==> src/rtl/mem_stage_pkg.sv <==
// Shared types and constants for the pipeline MEM stage.
package mem_stage_pkg;

   localparam int unsigned DATA_W_DEF = 8;
   localparam int unsigned RD_W       = 3;
   localparam int unsigned CNT_W      = 4;
   localparam int unsigned PERF_W     = 16;

   typedef enum logic {
      IDLE = 1'b0,
      BUSY = 1'b1
   } state_t;

   // Saturating increment for the performance counters.
   function automatic logic [PERF_W-1:0] sat_inc(input logic [PERF_W-1:0] v);
      return (&v) ? v : v + PERF_W'(1);
   endfunction

endpackage

==> src/rtl/data_mem_sram.sv <==
// Data memory: synchronous write, combinational read, no reset; address wraps modulo DEPTH.
module data_mem_sram #(
   parameter int unsigned DATA_W = 8,
   parameter int unsigned ADDR_W = 8,
   parameter int unsigned DEPTH  = 256
) (
   input  logic              clk,
   input  logic              we,
   input  logic [ADDR_W-1:0] addr,
   input  logic [DATA_W-1:0] wdata,
   output logic [DATA_W-1:0] rdata
);

   localparam int unsigned IDX_W = (DEPTH > 1) ? $clog2(DEPTH) : 1;

   logic [DATA_W-1:0] mem [DEPTH];
   logic [IDX_W-1:0]  idx;

   assign idx = IDX_W'(32'(addr) % DEPTH);

   always_ff @(posedge clk) begin
      if (we) begin
         mem[idx] <= wdata;
      end
   end

   assign rdata = mem[idx];

endmodule

==> src/rtl/mem_stage.sv <==
// Pipeline MEM stage: multi-cycle data-memory access with upstream stall and MEM/WB register.
// Optional perf counters are built when MEM_STAGE_PERF_CNT_EN is defined.
module mem_stage
   import mem_stage_pkg::*;
#(
   parameter int unsigned DATA_W  = DATA_W_DEF,
   parameter int unsigned ADDR_W  = 8,
   parameter int unsigned DEPTH   = 256,
   parameter int unsigned MEM_LAT = 2
) (
   input  logic              clk,
   input  logic              reset,
   input  logic              ex_valid,
   input  logic [DATA_W-1:0] ex_alu_result,
   input  logic [DATA_W-1:0] ex_store_data,
   input  logic [RD_W-1:0]   ex_rd,
   input  logic              ex_mem_read,
   input  logic              ex_mem_write,
   input  logic              ex_reg_write,
   output logic              mem_stall,
   output logic              wb_valid,
   output logic [DATA_W-1:0] wb_write_data,
   output logic [RD_W-1:0]   wb_rd,
   output logic              wb_reg_write
`ifdef MEM_STAGE_PERF_CNT_EN
   ,
   output logic [PERF_W-1:0] perf_loads,
   output logic [PERF_W-1:0] perf_stores,
   output logic [PERF_W-1:0] perf_stall_cycles
`endif
);

   localparam bit          MULTI    = (MEM_LAT >= 2);
   localparam int unsigned CNT_INIT = MULTI ? MEM_LAT - 2 : 0;

   state_t            state, state_next;
   logic [CNT_W-1:0]  cnt, cnt_next;
   logic              mem_op, is_store, is_load, complete, mem_we;
   logic [ADDR_W-1:0] addr;
   logic [DATA_W-1:0] rdata;

   assign addr = ex_alu_result[ADDR_W-1:0];

   // Next-state, stall and completion decode; write wins when read and write are both set.
   always_comb begin
      mem_op     = ex_valid & (ex_mem_read | ex_mem_write);
      is_store   = ex_valid & ex_mem_write;
      is_load    = ex_valid & ex_mem_read & ~ex_mem_write;
      state_next = state;
      cnt_next   = cnt;
      mem_stall  = 1'b0;
      complete   = 1'b0;
      unique case (state)
         IDLE: begin
            if (mem_op && MULTI) begin
               mem_stall  = 1'b1;
               state_next = BUSY;
               cnt_next   = CNT_W'(CNT_INIT);
            end else begin
               complete = 1'b1;
            end
         end
         BUSY: begin
            if (cnt != '0) begin
               mem_stall = 1'b1;
               cnt_next  = cnt - CNT_W'(1);
            end else begin
               complete   = 1'b1;
               state_next = IDLE;
            end
         end
         default: state_next = IDLE;
      endcase
      // A reset landing on the final cycle abandons the store.
      mem_we = complete & is_store & reset;
   end

   data_mem_sram #(
      .DATA_W (DATA_W),
      .ADDR_W (ADDR_W),
      .DEPTH  (DEPTH)
   ) u_sram (
      .clk   (clk),
      .we    (mem_we),
      .addr  (addr),
      .wdata (ex_store_data),
      .rdata (rdata)
   );

   // State, counter and MEM/WB register; non-completing cycles load a bubble.
   always_ff @(posedge clk) begin
      if (!reset) begin
         state         <= IDLE;
         cnt           <= '0;
         wb_valid      <= 1'b0;
         wb_write_data <= '0;
         wb_rd         <= '0;
         wb_reg_write  <= 1'b0;
      end else begin
         state <= state_next;
         cnt   <= cnt_next;
         if (complete) begin
            wb_valid      <= ex_valid;
            wb_rd         <= ex_rd;
            wb_reg_write  <= ex_valid & ex_reg_write & (ex_rd != '0) & ~ex_mem_write;
            wb_write_data <= is_load ? rdata : ex_alu_result;
         end else begin
            wb_valid     <= 1'b0;
            wb_reg_write <= 1'b0;
         end
      end
   end

`ifdef MEM_STAGE_PERF_CNT_EN
   always_ff @(posedge clk) begin
      if (!reset) begin
         perf_loads        <= '0;
         perf_stores       <= '0;
         perf_stall_cycles <= '0;
      end else begin
         if (complete && is_load) begin
            perf_loads <= sat_inc(perf_loads);
         end
         if (complete && is_store) begin
            perf_stores <= sat_inc(perf_stores);
         end
         if (mem_stall) begin
            perf_stall_cycles <= sat_inc(perf_stall_cycles);
         end
      end
   end
`endif

endmodule

==> config.mk <==
export PLATFORM = sky130hd
export DESIGN_NAME = mem_stage
export DESIGN_NICKNAME = d
export VERILOG_FILES = /design/src/rtl/mem_stage_pkg.sv /design/src/rtl/data_mem_sram.sv /design/src/rtl/mem_stage.sv
export SDC_FILE = /design/constraint.sdc
export NUM_CORES = 2
export LEC_CHECK = 0
export CORE_UTILIZATION = 65
export CTS_BUF_LIST = sky130_fd_sc_hd__clkbuf_2 sky130_fd_sc_hd__clkbuf_4 sky130_fd_sc_hd__clkbuf_8
export CTS_CLUSTER_SIZE = 28
export DETAILED_ROUTE_END_ITERATION = 6
export DONT_BUFFER_PORTS = 1
export GPL_ROUTABILITY_DRIVEN = 0
export GPL_TIMING_DRIVEN = 0
export PLACE_DENSITY_LB_ADDON = 0.3
export SYNTH_ARGS = -nofsm -noshare
export SYNTH_HDL_FRONTEND = slang
export SYNTH_SLANG_ARGS = --single-unit
==> constraint.sdc <==
create_clock -name clk -period 4.05 [get_ports clk]
set_input_delay 0.6075 -clock clk [delete_from_list [all_inputs] [get_ports clk]]
set_output_delay 0.6075 -clock clk [all_outputs]
set_load 0.02 [all_outputs]
Word level (Yosys, flattened, before mapping)
Memory sizes are Yosys's and may differ from the RTL's. Index checks and enable logic that the tools add are counted.

RAM bits: 2048. Memories: 1. Register bits: 18. Input bits: 25.

Memories: u_sram.mem (words 256, width 8, rd ports 1, clocked after memory_dff 0, wr ports 1, RTL line data_mem_sram.sv:16) `logic [DATA_W-1:0] mem [DEPTH];`.

Add/sub/neg operators: 1. Muxes and demuxes: 12. Bitwise operators: 12. Reductions and logical operators: 4. Eq/ne operators: 2.

Operator list (count): $and 1x1->1 (9); $mux 4 (2); $mux 8 (1); $pmux 4 s2 (1); $mux 1 (6); $pmux 1 s2 (2); $reduce_and 2->1 (2); $reduce_bool 4->1 (1); $sub 4x1->4 const B (1); $reduce_bool 3->1 (1); $ne 2x1->1 const B (1); $ne 2x2->1 const B (1); $not 1->1 (2); $or 1x1->1 (1).

Longest topological paths before layout
Depth in word-level cells: 8. Mapped depth: 12. Gate-level depth less buffers: 9.

Modules after synthesis
From an unflattened synthesis, not the netlist that was laid out.

Cells, all modules: 3644. Area total of the unflattened synthesis: 79311.1 µm².

By module, submodules not included: data_mem_sram (area each 78332.6 µm², cells an instance 3539, seq. area each 61499.0 µm², times used 1); mem_stage (area each 978.4 µm², cells an instance 105, seq. area each 360.3 µm², times used 1).

Worst setup path before layout
OpenSTA, ideal clock, no wires.

Kind: input to register. Start: input port ex_alu_result[1]. End: memory u_sram.mem[102][0], enable pin. Stages on the path: 9. Data required time: 3680 ps. Buffers on the path: 6. Data arrival time: 2756 ps. Path slack: 924 ps. Cells stage by stage: buf_2 buf_2 buf_2 buf_2 buf_1 nor2b_1 nand2_1 clkbuf_1 nor2_1.

RTL lines: start: declaration (RTL line mem_stage.sv:14) `input logic [DATA_W-1:0] ex_alu_result,`; end: declaration (RTL line data_mem_sram.sv:16).

No word-level cell before the write port.

Worst setup path in the final report
Start: input port ex_alu_result[1]. End: register wb_write_data[4].

Word-level cells in the longest chain between the ends: 2.

Ends and longest elaborated chain: $mem_v2 256x8; $mux 8 (RTL line mem_stage.sv:106) `wb_write_data <= is_load ? rdata : ex_alu_result;`; end signal: assignment (RTL line mem_stage.sv:106); end: declaration (RTL line mem_stage.sv:22) `output logic [DATA_W-1:0] wb_write_data,`.

No other way between the ends. A chain may end at the register's enable or synchronous reset.

==> results.py <==
metrics = {
    "outcome": {
        "outcome": "finished, violations left",
        "violations": "design-rule violations, max-capacitance violations, max-slew violations, negative setup slack",
    },
    "clock_network": {
        "cts_buffer_depth": 4,
        "cts_max_level": 5,
        "cts_tree": "built",
        "clk_latency_ns": 1.09,
        "cts_made_buffers": 327,
        "path_clk_slew_ns": 0.06,
        "cts-root-buf": "clkbuf_8",
        "cts.sinks": 2066,
    },
    "layout": {
        "final_nets": 3956,
        "syn_to_final_growth_pct": 11.24,
        "final_cells": 5759,
        "drive_above_1_share": 0.3175,
    },
    "detailed_routing": {
        "drt_first_pass_iters": 7,
        "ant_nets": 0,
        "vias_per_cell": 7.302,
        "drtIter0Drc": 7990,
        "avgRoutedWirePerCell_um": 38.11,
        "num_vias": 42050,
        "wirelength_mm": 219.5,
        "drcViolationCount": 44,
    },
    "power_and_ir_drop": {
        "combPwrFrac": 0.054,
        "p_seq_frac": 0.558,
        "intPower_mw": 32.80,
        "p_sw_frac": 0.2236,
        "pwr-share-clk": 0.388,
        "ir_drop_v": 0.0004135,
        "p_sw_mw": 9.447,
        "cellPowerDensity_mw_per_mm2": 479.8,
        "power_leakage_nw": 26.84,
    },
    "die": {
        "die_x_um": 350.9,
        "fp.dieH_um": 350.9,
        "rows": 127,
        "ios": 39,
        "die-area_mm2": 0.1232,
        "initial_core_util": 0.6579,
        "coreArea_mm2": 0.1203,
    },
    "synth": {
        "yosys_warnings": 0,
        "synth.area.top_cells": "edfxtp_1 (78%), mux4_2 (15%), a22oi_1 (1.8%), nor2_1 (1.3%), a21oi_1 (0.62%)",
        "synth_area_per_cell_um2": 22.11,
        "ys_types": 47,
        "synth_area_mm2": 0.07914,
        "synth_edf_count": 2048,
        "synth_flop_cell": "edfxtp_1",
        "async_flop_share": 0,
        "synth_top_area_cell": "edfxtp_1",
        "netlist.area_leader.share": 0.7771,
        "ys_seq_area_frac": 0.7816,
        "synthesis.nets": 3605,
        "ys_seq_elements": 2066,
        "syn_inst": 3579,
    },
    "sta": {
        "fmaxAchievable_ghz": 0.2270,
        "setup_viol": 544,
        "rsz0062_at_grt": "yes",
        "fin_crit_ns": 4.405,
        "relSlewSlack": -0.02895,
        "skew_ns": 0.1191,
        "worst_pin_slew_ns": 1.543,
        "drv_slew": 11,
        "fin_crit_sh": 1.088,
        "hold_viol_final": 0,
        "fin_ws_ns": -0.3555,
        "whs_ns": 0.06762,
    },
    "worst_hold_path": {
        "min_from": "ex_mem_write",
        "worst_hold_path_type": "in2reg",
    },
    "worst_setup_path": {
        "worst_ep_arrival_time_ns": 5.34,
        "cp_data_required_time_ns": 4.99,
        "cp-startpoint": "ex_alu_result[1]",
        "path_max_fanout": 10,
        "crit_path_end_kind": "flip-flop",
        "crit_type": "in2reg",
        "cp-start-kind": "input port",
        "r2r-start": "cnt[1]$_SDFFE_PN0P_",
    },
    "job": {
        "maxCapViolCount": 1,
    },
    "global_route": {
        "grt_pass1_vias": 41250,
        "grt_use_total": 0.3627,
        "antenna_found_initial": 17,
        "grt_pass1_wl_mm": 301.6,
        "grt_max_degree": 257,
        "overflow": 0,
    },
    "placed_design": {
        "dpl.cell_count": 5192,
        "dp_hpwl_mm": 135.3,
        "portBuffers": 0,
    },
}
[stage by stage]
| stage | TNS (ns) | setup slack [ns] | instance area (µm²) | power [mW] | utilization |
|---|---|---|---|---|---|
| 6_report | -45.80 | -0.3555 | 88040 | 42.25 | 0.7319 |
| 4_1_cts | -0.9516 | -0.06908 | 87580 | 42.07 | 0.7281 |
| 2_1_floorplan | 0 | 0.9239 | 79140 | 25.07 | - |
| 3_3_place_gp | -2498.34 | -1.929 | 81160 | 25.80 | 0.6747 |
| 3_5_place_dp | -2588.30 | -1.771 | 81190 | 25.82 | 0.6749 |
| 5_1_grt | -2.419 | -0.1254 | 88020 | 43.11 | 0.7318 |
[worst max-delay path: stages]
cell and delay, ns:
buf_2 0.20, buf_4 0.38, buf_2 0.51, clkbuf_1 1.18, mux4_2 0.44, a22oi_1 0.21
a21oi_1 0.18, nor4_1 0.91, o22ai_1 0.28, nor3_1 0.31, o21ai_0 0.12
[Yosys cell counts (9+ instances only)]
cell type and count:
mux2i_1 13, o21ai_0 11, a22oi_1 194, buf_1 24
dfxtp_1 18, a32oi_1 9, nor4_1 18, nor3_1 18
nand3_1 15, edfxtp_1 2048, a21oi_1 98, clkbuf_1 126
nand2_1 51, mux4_2 541, buf_2 56, nor2_1 268
[cell usage in the layout, fill, tap and decap left out, types with 6 or more instances in the layout]
| cell | count |
|---|---|
| nor3_1 | 17 |
| o22ai_1 | 6 |
| clkbuf_1 | 96 |
| buf_16 | 8 |
| dfxtp_1 | 18 |
| diode_2 | 9 |
| nand3_1 | 11 |
| buf_6 | 8 |
| clkbuf_8 | 334 |
| clkbuf_4 | 110 |
| buf_4 | 17 |
| a32oi_1 | 9 |
| o21ai_0 | 11 |
| dlygate4sd3_1 | 7 |
| o41a_1 | 6 |
| clkinv_2 | 18 |
| nor2_4 | 26 |
| inv_1 | 6 |
| a22oi_1 | 194 |
| nand2_1 | 44 |
| nor4_1 | 14 |
| mux2i_1 | 13 |
| clkinv_1 | 71 |
| clkbuf_2 | 26 |
| edfxtp_1 | 2048 |
| nor2_1 | 107 |
| mux4_2 | 541 |
| nor2_2 | 135 |
| a21oi_1 | 98 |
| buf_2 | 63 |
| nand2_2 | 7 |
| buf_1 | 12 |
[power by group through the flow]
| stage | Clock [mW] | Combinational (mW) | Sequential [mW] |
|---|---|---|---|
| final | 16.4 | 2.29 | 23.6 |
| after detailed placement | 0 | 1.82 | 24.0 |
| after global routing | 17.3 | 2.29 | 23.6 |
| after global placement | 0 | 1.80 | 24.0 |
| after CTS | 16.3 | 2.18 | 23.6 |
| after floorplan | 0 | 1.07 | 24.0 |
[flip-flops by register name (all words and copies together) (netlist names)]
name           cells
cnt                4
state              1
u_sram.mem      2048
wb_rd              3
wb_reg_write       1
wb_valid           1
wb_write_data      8
[layer usage]
metal  routed length [µm]  global-route usage  vias up  part of all wire
li1                     -                   -    15890                 -
met1                71690              0.4731    21260              0.33
met2                98010              0.5212     4100              0.45
met3                36360              0.1526      777              0.17
met4                12940              0.1990       26             0.059
met5                  502             0.01531        -            0.0023
[cell families after synthesis]
family / after synthesis / share of synthesized area
DFF: 2066 / 0.7816
muxes: 555 / 0.1557
and+or+nand+nor: 389 / 0.02032
AOI/OAI and AO/OA: 338 / 0.02911
buffers and inverters: 228 / 0.01284
xor gates and xnor gates: 2 / 0.0002214
adders and majority gates: 1 / 0.0001581
[cell type report]
type                            instances  area [µm²]
Clock buffer                          442        5408
Fill cell                            6292       32250
Timing Repair Buffer                   25       372.9
Multi-Input combinational cell       1285       16880
Tap cell                             1612        2017
Sequential cell                      2066       61860
Clock inverter                         95       402.9
Buffer                                219        1057
Antenna cell                            9       22.52
Inverter                                6       22.52
[path summary, 6_finish.rpt]
| check | end | slack (ns) | cells past startpoint |
|---|---|---|---|
| worst max-delay path | wb_write_data[4]$_SDFFE_PN0N_ | -0.36 | 11 |
| worst min-delay path | wb_rd[2]$_SDFFE_PN0N_ | 0.07 | 3 |
| worst max register to register | u_sram.mem[59][2]$_DFFE_PP_ | -0.04 | 10 |
| worst min register to register | wb_rd[2]$_SDFFE_PN0N_ | 0.57 | 2 |
[repair_timing]
item / in CTS / in global routing
hold endpoints to repair: 2059 / 0
setup buffers: 9 / 0
gates resized for setup: 90 / 162
pin swaps: 7 / 0
endpoints found under the setup margin: 1622 / 1377
hold buffers: 15 / 0
Power figures use the tool's default switching activity.
